`config.mk`:
```
export PLATFORM = sky130hd
export DESIGN_NAME = ex_muldiv_stage_flat
export DESIGN_NICKNAME = d
export VERILOG_FILES = /design/src/rtl/ex_muldiv_stage_if.sv /design/src/rtl/ex_muldiv_stage.sv /design/src/flat_wrapper.sv
export SDC_FILE = /design/constraint.sdc
export NUM_CORES = 2
export LEC_CHECK = 0
export ABC_AREA = 1
export CAP_MARGIN = 20
export CELL_PAD_IN_SITES_DETAIL_PLACEMENT = 2
export CELL_PAD_IN_SITES_GLOBAL_PLACEMENT = 2
export CORE_ASPECT_RATIO = 2
export CORE_UTILIZATION = 30
export CTS_CLUSTER_DIAMETER = 100
export DETAILED_ROUTE_END_ITERATION = 10
export GPL_ROUTABILITY_DRIVEN = 0
export HOLD_SLACK_MARGIN = 0.02
export PLACE_DENSITY = 0.67
export SYNTH_ARGS = -nofsm -noshare
export SYNTH_HDL_FRONTEND = slang
export SYNTH_SLANG_ARGS = --single-unit
```
`constraint.sdc`:
```
create_clock -name clk -period 16.8 [get_ports clk]
set_clock_uncertainty 0.1 [all_clocks]
set_input_delay 3.36 -clock clk [delete_from_list [all_inputs] [get_ports clk]]
set_output_delay 3.36 -clock clk [all_outputs]
set_load 0.01 [all_outputs]
```
`src/rtl/ex_muldiv_stage_if.sv`:
```
// -----------------------------------------------------------------------------
// ex_muldiv_stage_if
// Bundles the EX-stage signals that the execute operand/M-extension stage
// exchanges with the rest of the pipeline.
//   master : pipeline side. It drives the ID/EX fields, forwarding selects and
//            forwarded values, and receives the operands, the stall request and
//            the M-op result.
//   slave  : ex_muldiv_stage side (mirror of master).
// -----------------------------------------------------------------------------
`timescale 1ns/1ps
interface ex_muldiv_stage_if #(
  parameter int XLEN       = 32,
  parameter int REG_ADDR_W = 6
) ();
  logic                  ex_valid;
  logic [XLEN-1:0]       ex_rs1_data;
  logic [XLEN-1:0]       ex_rs2_data;
  logic [XLEN-1:0]       ex_imm;
  logic                  ex_alu_src;
  logic [1:0]            forwardA;
  logic [1:0]            forwardB;
  logic [XLEN-1:0]       me_alu_result;
  logic [XLEN-1:0]       wb_write_data;
  logic                  ex_md_en;
  logic [2:0]            ex_md_op;
  logic [REG_ADDR_W-1:0] ex_rd;
  logic                  flush;
  logic [XLEN-1:0]       op_a;
  logic [XLEN-1:0]       op_b;
  logic [XLEN-1:0]       store_data;
  logic                  md_busy;
  logic                  md_done;
  logic [XLEN-1:0]       md_result;
  logic [REG_ADDR_W-1:0] md_rd;

  modport master (
    output ex_valid, ex_rs1_data, ex_rs2_data, ex_imm, ex_alu_src,
           forwardA, forwardB, me_alu_result, wb_write_data,
           ex_md_en, ex_md_op, ex_rd, flush,
    input  op_a, op_b, store_data, md_busy, md_done, md_result, md_rd
  );

  modport slave (
    input  ex_valid, ex_rs1_data, ex_rs2_data, ex_imm, ex_alu_src,
           forwardA, forwardB, me_alu_result, wb_write_data,
           ex_md_en, ex_md_op, ex_rd, flush,
    output op_a, op_b, store_data, md_busy, md_done, md_result, md_rd
  );
endinterface

```
`src/rtl/ex_muldiv_stage.sv`:
```
// -----------------------------------------------------------------------------
// ex_muldiv_stage
// Execute-stage operand selection plus an RV32M multiply/divide sequencer.
//   clk  : system clock
//   rst  : synchronous active-high reset
//   bus  : ex_muldiv_stage_if.slave
//          inputs  - ID/EX operands, immediate, ALU source select, forwarding
//                    selects and forwarded EX/MEM and MEM/WB values, M-op
//                    enable/opcode/rd, flush
//          outputs - op_a/op_b/store_data (combinational), md_busy stall
//                    request (combinational), md_done/md_result/md_rd
//                    (registered)
// Multiplies take two cycles (start + product). Divides run a restoring
// divider one quotient bit per cycle. Division by zero and signed overflow
// finish directly from the start cycle.
// -----------------------------------------------------------------------------
`timescale 1ns/1ps
module ex_muldiv_stage #(
  parameter int XLEN       = 32,
  parameter int REG_ADDR_W = 6,
  parameter int DIV_CYCLES = 32
) (
  input logic             clk,
  input logic             rst,
  ex_muldiv_stage_if.slave bus
);

  localparam int CNT_W = $clog2(DIV_CYCLES);
  localparam logic [CNT_W-1:0] CNT_LAST = CNT_W'(DIV_CYCLES - 1);
  localparam logic [CNT_W-1:0] CNT_ONE  = CNT_W'(1);
  localparam logic [XLEN-1:0]  ALL_ONES = {XLEN{1'b1}};
  localparam logic [XLEN-1:0]  ZERO     = {XLEN{1'b0}};
  localparam logic [XLEN-1:0]  INT_MIN  = {1'b1, {(XLEN-1){1'b0}}};

  localparam logic [2:0] OP_MUL    = 3'd0;
  localparam logic [2:0] OP_MULH   = 3'd1;
  localparam logic [2:0] OP_MULHSU = 3'd2;
  localparam logic [2:0] OP_DIV    = 3'd4;
  localparam logic [2:0] OP_REM    = 3'd6;

  typedef enum logic [1:0] {
    ST_IDLE = 2'd0,
    ST_MUL  = 2'd1,
    ST_DIV  = 2'd2,
    ST_DONE = 2'd3
  } state_t;

  // Two's complement negation.
  function automatic logic [XLEN-1:0] negate(input logic [XLEN-1:0] v);
    return (~v) + {{(XLEN-1){1'b0}}, 1'b1};
  endfunction

  state_t                state_r;
  state_t                next_state_s;

  logic [XLEN-1:0]       fwd_a_s;
  logic [XLEN-1:0]       fwd_b_s;

  // Captured operands. For divides, opa_r is the dividend that shifts out
  // into the remainder while quotient bits shift in; opb_r is the divisor.
  logic [XLEN-1:0]       opa_r;
  logic [XLEN-1:0]       opb_r;
  logic [XLEN-1:0]       rem_r;
  logic [2:0]            op_r;
  logic [REG_ADDR_W-1:0] rd_r;
  logic                  neg_fix_r;
  logic [CNT_W-1:0]      cnt_r;

  logic                  md_done_r;
  logic [XLEN-1:0]       md_result_r;
  logic [REG_ADDR_W-1:0] md_rd_r;

  logic                  start_s;
  logic                  is_div_s;
  logic                  is_rem_s;
  logic                  signed_div_s;
  logic                  div_zero_s;
  logic                  div_ovf_s;
  logic                  special_s;
  logic [XLEN-1:0]       special_result_s;
  logic                  a_neg_s;
  logic                  b_neg_s;
  logic [XLEN-1:0]       a_mag_s;
  logic [XLEN-1:0]       b_mag_s;

  logic [2*XLEN-1:0]     mul_a_ext_s;
  logic [2*XLEN-1:0]     mul_b_ext_s;
  logic [2*XLEN-1:0]     product_s;
  logic [XLEN-1:0]       mul_result_s;

  logic [XLEN:0]         rem_shift_s;
  logic [XLEN:0]         rem_diff_s;
  logic                  step_ok_s;
  logic [XLEN-1:0]       rem_next_s;
  logic [XLEN-1:0]       quo_next_s;
  logic [XLEN-1:0]       div_result_s;

  // Forwarding muxes; select 11 falls back to the ID/EX value.
  always_comb begin
    fwd_a_s = bus.ex_rs1_data;
    fwd_b_s = bus.ex_rs2_data;
    case (bus.forwardA)
      2'b10:   fwd_a_s = bus.me_alu_result;
      2'b01:   fwd_a_s = bus.wb_write_data;
      default: fwd_a_s = bus.ex_rs1_data;
    endcase
    case (bus.forwardB)
      2'b10:   fwd_b_s = bus.me_alu_result;
      2'b01:   fwd_b_s = bus.wb_write_data;
      default: fwd_b_s = bus.ex_rs2_data;
    endcase
  end

  assign bus.op_a       = fwd_a_s;
  assign bus.op_b       = bus.ex_alu_src ? bus.ex_imm : fwd_b_s;
  assign bus.store_data = fwd_b_s;

  // Start decode: a new M op is accepted only from IDLE. The stall request
  // includes the start cycle so the instruction holds in EX from cycle T on.
  always_comb begin
    start_s      = (state_r == ST_IDLE) && bus.ex_valid && bus.ex_md_en && !bus.flush;
    is_div_s     = bus.ex_md_op[2];
    is_rem_s     = bus.ex_md_op[2] && bus.ex_md_op[1];
    signed_div_s = (bus.ex_md_op == OP_DIV) || (bus.ex_md_op == OP_REM);
    div_zero_s   = (fwd_b_s == ZERO);
    div_ovf_s    = signed_div_s && (fwd_a_s == INT_MIN) && (fwd_b_s == ALL_ONES);
    special_s    = is_div_s && (div_zero_s || div_ovf_s);
    a_neg_s      = signed_div_s && fwd_a_s[XLEN-1];
    b_neg_s      = signed_div_s && fwd_b_s[XLEN-1];
    a_mag_s      = a_neg_s ? negate(fwd_a_s) : fwd_a_s;
    b_mag_s      = b_neg_s ? negate(fwd_b_s) : fwd_b_s;
    if (div_zero_s) begin
      special_result_s = is_rem_s ? fwd_a_s : ALL_ONES;
    end else begin
      special_result_s = is_rem_s ? ZERO : INT_MIN;
    end
  end

  assign bus.md_busy = start_s || (state_r == ST_MUL) || (state_r == ST_DIV);

  // Full-width product of the captured operands, sign-extended per opcode.
  always_comb begin
    mul_a_ext_s = {{XLEN{((op_r == OP_MULH) || (op_r == OP_MULHSU)) && opa_r[XLEN-1]}}, opa_r};
    mul_b_ext_s = {{XLEN{(op_r == OP_MULH) && opb_r[XLEN-1]}}, opb_r};
    product_s   = mul_a_ext_s * mul_b_ext_s;
    if (op_r == OP_MUL) begin
      mul_result_s = product_s[XLEN-1:0];
    end else begin
      mul_result_s = product_s[2*XLEN-1:XLEN];
    end
  end

  // One restoring-division step plus the sign fix-up of the final step.
  always_comb begin
    rem_shift_s = {rem_r, opa_r[XLEN-1]};
    rem_diff_s  = rem_shift_s - {1'b0, opb_r};
    step_ok_s   = !rem_diff_s[XLEN];
    if (step_ok_s) begin
      rem_next_s = rem_diff_s[XLEN-1:0];
    end else begin
      rem_next_s = rem_shift_s[XLEN-1:0];
    end
    quo_next_s = {opa_r[XLEN-2:0], step_ok_s};
    if (op_r[1]) begin
      div_result_s = neg_fix_r ? negate(rem_next_s) : rem_next_s;
    end else begin
      div_result_s = neg_fix_r ? negate(quo_next_s) : quo_next_s;
    end
  end

  // Sequencer state register.
  always_ff @(posedge clk) begin
    if (rst) begin
      state_r <= ST_IDLE;
    end else begin
      state_r <= next_state_s;
    end
  end

  // Sequencer next-state logic; flush aborts only while iterating.
  always_comb begin
    next_state_s = state_r;
    case (state_r)
      ST_IDLE: begin
        if (!start_s) begin
          next_state_s = ST_IDLE;
        end else if (!is_div_s) begin
          next_state_s = ST_MUL;
        end else if (special_s) begin
          next_state_s = ST_DONE;
        end else begin
          next_state_s = ST_DIV;
        end
      end
      ST_MUL: begin
        if (bus.flush) begin
          next_state_s = ST_IDLE;
        end else begin
          next_state_s = ST_DONE;
        end
      end
      ST_DIV: begin
        if (bus.flush) begin
          next_state_s = ST_IDLE;
        end else if (cnt_r == CNT_LAST) begin
          next_state_s = ST_DONE;
        end else begin
          next_state_s = ST_DIV;
        end
      end
      ST_DONE: next_state_s = ST_IDLE;
      default: next_state_s = ST_IDLE;
    endcase
  end

  // Operand capture, divider iteration and registered result outputs.
  always_ff @(posedge clk) begin
    if (rst) begin
      opa_r       <= ZERO;
      opb_r       <= ZERO;
      rem_r       <= ZERO;
      op_r        <= 3'd0;
      rd_r        <= {REG_ADDR_W{1'b0}};
      neg_fix_r   <= 1'b0;
      cnt_r       <= {CNT_W{1'b0}};
      md_done_r   <= 1'b0;
      md_result_r <= ZERO;
      md_rd_r     <= {REG_ADDR_W{1'b0}};
    end else begin
      md_done_r <= 1'b0;
      case (state_r)
        ST_IDLE: begin
          if (start_s) begin
            op_r  <= bus.ex_md_op;
            rd_r  <= bus.ex_rd;
            rem_r <= ZERO;
            cnt_r <= {CNT_W{1'b0}};
            if (is_div_s) begin
              // Iterate on magnitudes; remember the sign to restore at the end.
              opa_r     <= a_mag_s;
              opb_r     <= b_mag_s;
              neg_fix_r <= is_rem_s ? a_neg_s : (a_neg_s ^ b_neg_s);
            end else begin
              opa_r     <= fwd_a_s;
              opb_r     <= fwd_b_s;
              neg_fix_r <= 1'b0;
            end
            if (special_s) begin
              md_result_r <= special_result_s;
              md_rd_r     <= bus.ex_rd;
              md_done_r   <= 1'b1;
            end
          end
        end
        ST_MUL: begin
          if (!bus.flush) begin
            md_result_r <= mul_result_s;
            md_rd_r     <= rd_r;
            md_done_r   <= 1'b1;
          end
        end
        ST_DIV: begin
          if (!bus.flush) begin
            rem_r <= rem_next_s;
            opa_r <= quo_next_s;
            cnt_r <= cnt_r + CNT_ONE;
            if (cnt_r == CNT_LAST) begin
              md_result_r <= div_result_s;
              md_rd_r     <= rd_r;
              md_done_r   <= 1'b1;
            end
          end
        end
        ST_DONE: begin
          md_done_r <= 1'b0;
        end
        default: begin
          md_done_r <= 1'b0;
        end
      endcase
    end
  end

  assign bus.md_done   = md_done_r;
  assign bus.md_result = md_result_r;
  assign bus.md_rd     = md_rd_r;

endmodule
```
`src/flat_wrapper.sv`:
```
// flat-port wrapper written by rule: the top's interface ports become plain ports
module ex_muldiv_stage_flat 
#(
  parameter int XLEN       = 32,
  parameter int REG_ADDR_W = 6,
  parameter int DIV_CYCLES = 32
)
  (clk, rst, bus_ex_valid, bus_ex_rs1_data, bus_ex_rs2_data, bus_ex_imm, bus_ex_alu_src, bus_forwardA, bus_forwardB, bus_me_alu_result, bus_wb_write_data, bus_ex_md_en, bus_ex_md_op, bus_ex_rd, bus_flush, bus_op_a, bus_op_b, bus_store_data, bus_md_busy, bus_md_done, bus_md_result, bus_md_rd);
  ex_muldiv_stage_if #(.XLEN(XLEN), .REG_ADDR_W(REG_ADDR_W)) bus_i ();
  input logic clk;
  input logic rst;
  input wire logic [$bits(bus_i.ex_valid)-1:0] bus_ex_valid;
  input wire logic [$bits(bus_i.ex_rs1_data)-1:0] bus_ex_rs1_data;
  input wire logic [$bits(bus_i.ex_rs2_data)-1:0] bus_ex_rs2_data;
  input wire logic [$bits(bus_i.ex_imm)-1:0] bus_ex_imm;
  input wire logic [$bits(bus_i.ex_alu_src)-1:0] bus_ex_alu_src;
  input wire logic [$bits(bus_i.forwardA)-1:0] bus_forwardA;
  input wire logic [$bits(bus_i.forwardB)-1:0] bus_forwardB;
  input wire logic [$bits(bus_i.me_alu_result)-1:0] bus_me_alu_result;
  input wire logic [$bits(bus_i.wb_write_data)-1:0] bus_wb_write_data;
  input wire logic [$bits(bus_i.ex_md_en)-1:0] bus_ex_md_en;
  input wire logic [$bits(bus_i.ex_md_op)-1:0] bus_ex_md_op;
  input wire logic [$bits(bus_i.ex_rd)-1:0] bus_ex_rd;
  input wire logic [$bits(bus_i.flush)-1:0] bus_flush;
  output wire logic [$bits(bus_i.op_a)-1:0] bus_op_a;
  output wire logic [$bits(bus_i.op_b)-1:0] bus_op_b;
  output wire logic [$bits(bus_i.store_data)-1:0] bus_store_data;
  output wire logic [$bits(bus_i.md_busy)-1:0] bus_md_busy;
  output wire logic [$bits(bus_i.md_done)-1:0] bus_md_done;
  output wire logic [$bits(bus_i.md_result)-1:0] bus_md_result;
  output wire logic [$bits(bus_i.md_rd)-1:0] bus_md_rd;
  assign bus_i.ex_valid = bus_ex_valid;
  assign bus_i.ex_rs1_data = bus_ex_rs1_data;
  assign bus_i.ex_rs2_data = bus_ex_rs2_data;
  assign bus_i.ex_imm = bus_ex_imm;
  assign bus_i.ex_alu_src = bus_ex_alu_src;
  assign bus_i.forwardA = bus_forwardA;
  assign bus_i.forwardB = bus_forwardB;
  assign bus_i.me_alu_result = bus_me_alu_result;
  assign bus_i.wb_write_data = bus_wb_write_data;
  assign bus_i.ex_md_en = bus_ex_md_en;
  assign bus_i.ex_md_op = bus_ex_md_op;
  assign bus_i.ex_rd = bus_ex_rd;
  assign bus_i.flush = bus_flush;
  assign bus_op_a = bus_i.op_a;
  assign bus_op_b = bus_i.op_b;
  assign bus_store_data = bus_i.store_data;
  assign bus_md_busy = bus_i.md_busy;
  assign bus_md_done = bus_i.md_done;
  assign bus_md_result = bus_i.md_result;
  assign bus_md_rd = bus_i.md_rd;
  ex_muldiv_stage #(.XLEN(XLEN), .REG_ADDR_W(REG_ADDR_W), .DIV_CYCLES(DIV_CYCLES)) u_core (.clk(clk), .rst(rst), .bus(bus_i));
endmodule
```
==> summary.txt <==
Detailed routing
  • Count of nets left with antenna violations after detail routing: 0
  • DR pass1 iterations: 5
  • Post-DR wirelength/cell: between 20 and 30 um
  • Total DRC errors in the routed layout: 0
  • Via count normalized by instance count: 5.155
  • Total vias in the final route: roughly 52000
  • Post-Route WL: between 200 and 300 mm
  • DR iter-0 viols: 2270

Power and ir drop
  • Leak: 30.12 nW
  • Register share of total power: between 20% and 30%
  • Internal power consumption: roughly 0.94 mW
  • Share of total power consumed by net switching: about half
  • Clock network fraction of total power: 22.5%
  • Switching power of the nets: 0.9961 mW
  • Power density normalized to cell area: ~32 nW/um2
  • Share of power burned in combinational logic: 56.7%
  • Post-route total power: a little under 2 mW
  • Peak VDD IR: about 0.000081 V

Clock network
  • TritonCTS clock tree: built
  • Number of sinks driven by the clock tree: around 150
  • Gates resized, CTS repair: 0
  • Number of hold buffers added after CTS: 0
  • Clk pin slew, worst setup/hold paths: around 0.070 ns
  • Number of CTS-inserted buffers: 17
  • Clock H-tree levels: 4
  • Worst-case clock buffer depth: 2
  • Number of buffers inserted to repair setup after CTS: 0
  • Clock latency on the worst-skew pair: 0.49 ns
  • Clock tree root buffer cell: sky130_fd_sc_hd__clkbuf_16

Job
  • Max capacitance violation total: 0

Timing
  • Final setup violation count: 0
  • Period minus WS final: 11.59 ns
  • Least-Margin Pin Slew: around 1.2 ns
  • RSZ-0062 raised after global routing: false
  • Share of the clock period used by the worst path: between 60% and 70%
  • Total count of hold-check failures in the final report: 0
  • Accumulated negative setup slack: 0 ns
  • Remaining max-slew budget at the tightest pin: between 20% and 30%
  • Final number of max-transition violations: 0
  • Hold WS: between 0.3 and 0.4 ns
  • Max Clk Rate: ~86 MHz

Place
  • Placed insts: between 10000 and 15000
  • HPWL after detailed placement: ~230 mm
  • Placed Instance Area: 59880 um2
  • # port buffers: around 310

Logic synthesis
  • Syn Inst Count: ~7600
  • Count of unique library cells instantiated by Yosys: 55
  • EDFF count, synth: 0
  • Total nets after synthesis: 9205
  • Post-Syn Area: 54370 um2
  • Post-synth top flop: sky130_fd_sc_hd__dfxtp_1
  • Fraction of the yosys area taken by sequential cells: 5.597%
  • Syn_area_per_cell: 7.116 um2
  • Synthesized flop and latch total: 152
  • Share of flip-flops with an asynchronous set or reset after synthesis: 0%
  • Yosys warning count: 0

Final layout
  • Count of non-filler cells in the finished layout: ~10000
  • Multi-input gate area in the final layout: 42550 um2
  • Fraction of final layout cells sized beyond drive strength 1: 3.267%
  • Number of inserted filler cells in the final layout: about 21000
  • Nets: approximately 9300
  • FF+latch area: 3107 um2
  • Area Growth Syn to Fin: 11.36%
  • Highest-count cells in the layout ignoring fill and taps: 2102 x sky130_fd_sc_hd__nand2_1, 1930 x sky130_fd_sc_hd__inv_1, 1126 x sky130_fd_sc_hd__fa_1, 377 x sky130_fd_sc_hd__nor2_1, 312 x sky130_fd_sc_hd__clkdlybuf4s50_1
  • Most common library cell in the layout ignoring fill and taps: sky130_fd_sc_hd__nand2_1
  • Finished Cell Area: roughly 61000 um2

Setup path
  • Required time at the endpoint of the critical path: approximately 17 ns
  • R2R cell count: 30
  • Max stage delay on crit path: just under 1 ns
  • Worst Path Class, Setup: flip-flop to flip-flop
  • Data arrival time of the worst path: 11.82 ns
  • Crit start category: flip-flop
  • Worst path most repeated cell: sky130_fd_sc_hd__fa_1
  • Kind of end point of the critical path: flip-flop
  • Worst-path maximum fanout: 36
  • Max stage delay cell, worst path: sky130_fd_sc_hd__nor4_1

GRT
  • Wire length of the first global-routing pass: a little over 400 mm
  • Initial antenna violation count: 23
  • Number of global-route vias before repair: a little over 60000
  • Pin count of the biggest net entering global routing: 75
  • Remaining global-route overflow: 0
  • Global-route usage over all layers: between 30% and 40%

Die
  • Floorplan die area: between 150000 and 200000 um2
  • Num ports: around 320
  • Chip height: 604.1 um
  • Placeable core region: roughly 180000 um2
  • Starting Density: 30.25%
  • Row count: between 200 and 250
  • Die extent in x: 303.0 um

Min path
  • Depth of the worst hold-timing path: 2
  • Worst hold path class: flip-flop to flip-flop

Status
  • Result of the run: completed
==> metal layers <==
| layer | routed length, um | track usage [%] |
|---|---|---|
| met3 | 7962 | 2.884 |
| met5 | 15 | 0.05411 |
| met4 | 26360 | 24.01 |
| met2 | 157400 | 61.28 |
| met1 | 87270 | 28.10 |
==> worst max-delay path: cells and delay by family, from the launching register on <==
kind	cells	cell delay [ns]
and+or+nand+nor	11	3.40
adders and majority gates	9	4.84
AOI/OAI and AO/OA	3	0.88
DFF	1	0.30
buffers and inverters	7	1.85
==> stage by stage <==
stage | setup WS [ns] | util, %
floorplan | 8.293 | -
global placement | 5.550 | 33.30
detailed placement | 5.426 | 33.31
CTS | 5.390 | 33.65
global route | 4.955 | 33.68
finish | 5.212 | 33.68
==> flip-flops by register name (all words and copies together), names as in the netlist <==
| signal | count |
|---|---|
| u_core.bus.md_done | 1 |
| u_core.bus.md_rd | 6 |
| u_core.bus.md_result | 32 |
| u_core.cnt_r | 5 |
| u_core.neg_fix_r | 1 |
| u_core.op_r | 3 |
| u_core.opa_r | 32 |
| u_core.opb_r | 32 |
| u_core.rd_r | 6 |
| u_core.rem_r | 32 |
| u_core.state_r | 2 |
==> synthesized netlist by cell type, drive strengths merged, types with 2 or more instances <==
| cell | instances | area [um2] |
|---|---|---|
| a31oi | 78 | 488.0 |
| or2 | 20 | 125.1 |
| o21ai | 316 | 1593 |
| and2 | 4 | 25.02 |
| o21a | 6 | 45.04 |
| o21bai | 13 | 97.59 |
| a221oi | 7 | 61.31 |
| xor2 | 59 | 516.8 |
| nor4 | 13 | 81.33 |
| o311ai | 2 | 17.52 |
| o31ai | 2 | 15.01 |
| nand3 | 269 | 1369 |
| clkinv | 3 | 12.51 |
| nor2 | 387 | 1485 |
| nand3b | 20 | 150.1 |
| a21boi | 10 | 75.07 |
| buf | 92 | 400.4 |
| inv | 1936 | 7267 |
| dfxtp | 152 | 3043 |
| nand2 | 2108 | 7933 |
| nand4 | 41 | 256.5 |
| a31o | 3 | 26.28 |
| o22ai | 13 | 81.33 |
| nor3 | 54 | 275.3 |
| o211ai | 26 | 195.2 |
| a221o | 14 | 140.1 |
| a21o | 4 | 30.03 |
| a21oi | 265 | 1326 |
| fa | 1126 | 22540 |
| a22oi | 2 | 15.01 |
| o221ai | 8 | 70.07 |
| ha | 259 | 3241 |
| clkbuf | 301 | 1130 |
| xnor2 | 23 | 201.4 |
==> final timing paths <==
kind,from,end,slack (ns)
setup / recovery,u_core.op_r[1],u_core.bus.md_result[12],5.21
hold / removal,u_core.bus.md_result[26],u_core.bus.md_result[26],0.38
setup reg to reg,u_core.op_r[1],u_core.bus.md_result[12],5.21
hold reg to reg,u_core.bus.md_result[26],u_core.bus.md_result[26],0.38
==> cell families after synthesis <==
kind of cell | Yosys count | synth area share (%)
AOI/OAI and AO/OA | 772 | 7.919
xor gates and xnor gates | 82 | 1.321
adders and majority gates | 1385 | 47.42
buffers and inverters | 2332 | 16.20
DFF | 152 | 5.597
and+or+nand+nor | 2918 | 21.54
==> area by class of cell <==
class	count	area share, %
Multi-Input combinational cell	5157	70.27
Inverter	1939	12.02
Timing Repair Buffer	435	6.681
Sequential cell	152	5.131
Tap cell	2331	4.817
Clock buffer	21	0.7605
Clock inverter	10	0.2377
Antenna cell	19	0.07853
==> power by group through the flow <==
stage / sequential [mW] / clock, mW / combinational, mW
after floorplan: 0.380 / 0 / 0.583
after global placement: 0.410 / 0 / 1.08
after detailed placement: 0.411 / 0 / 1.10
after CTS: 0.402 / 0.441 / 1.11
after global routing: 0.403 / 0.450 / 1.18
final: 0.403 / 0.435 / 1.10
No activity file was read; power rests on OpenSTA's default activity.
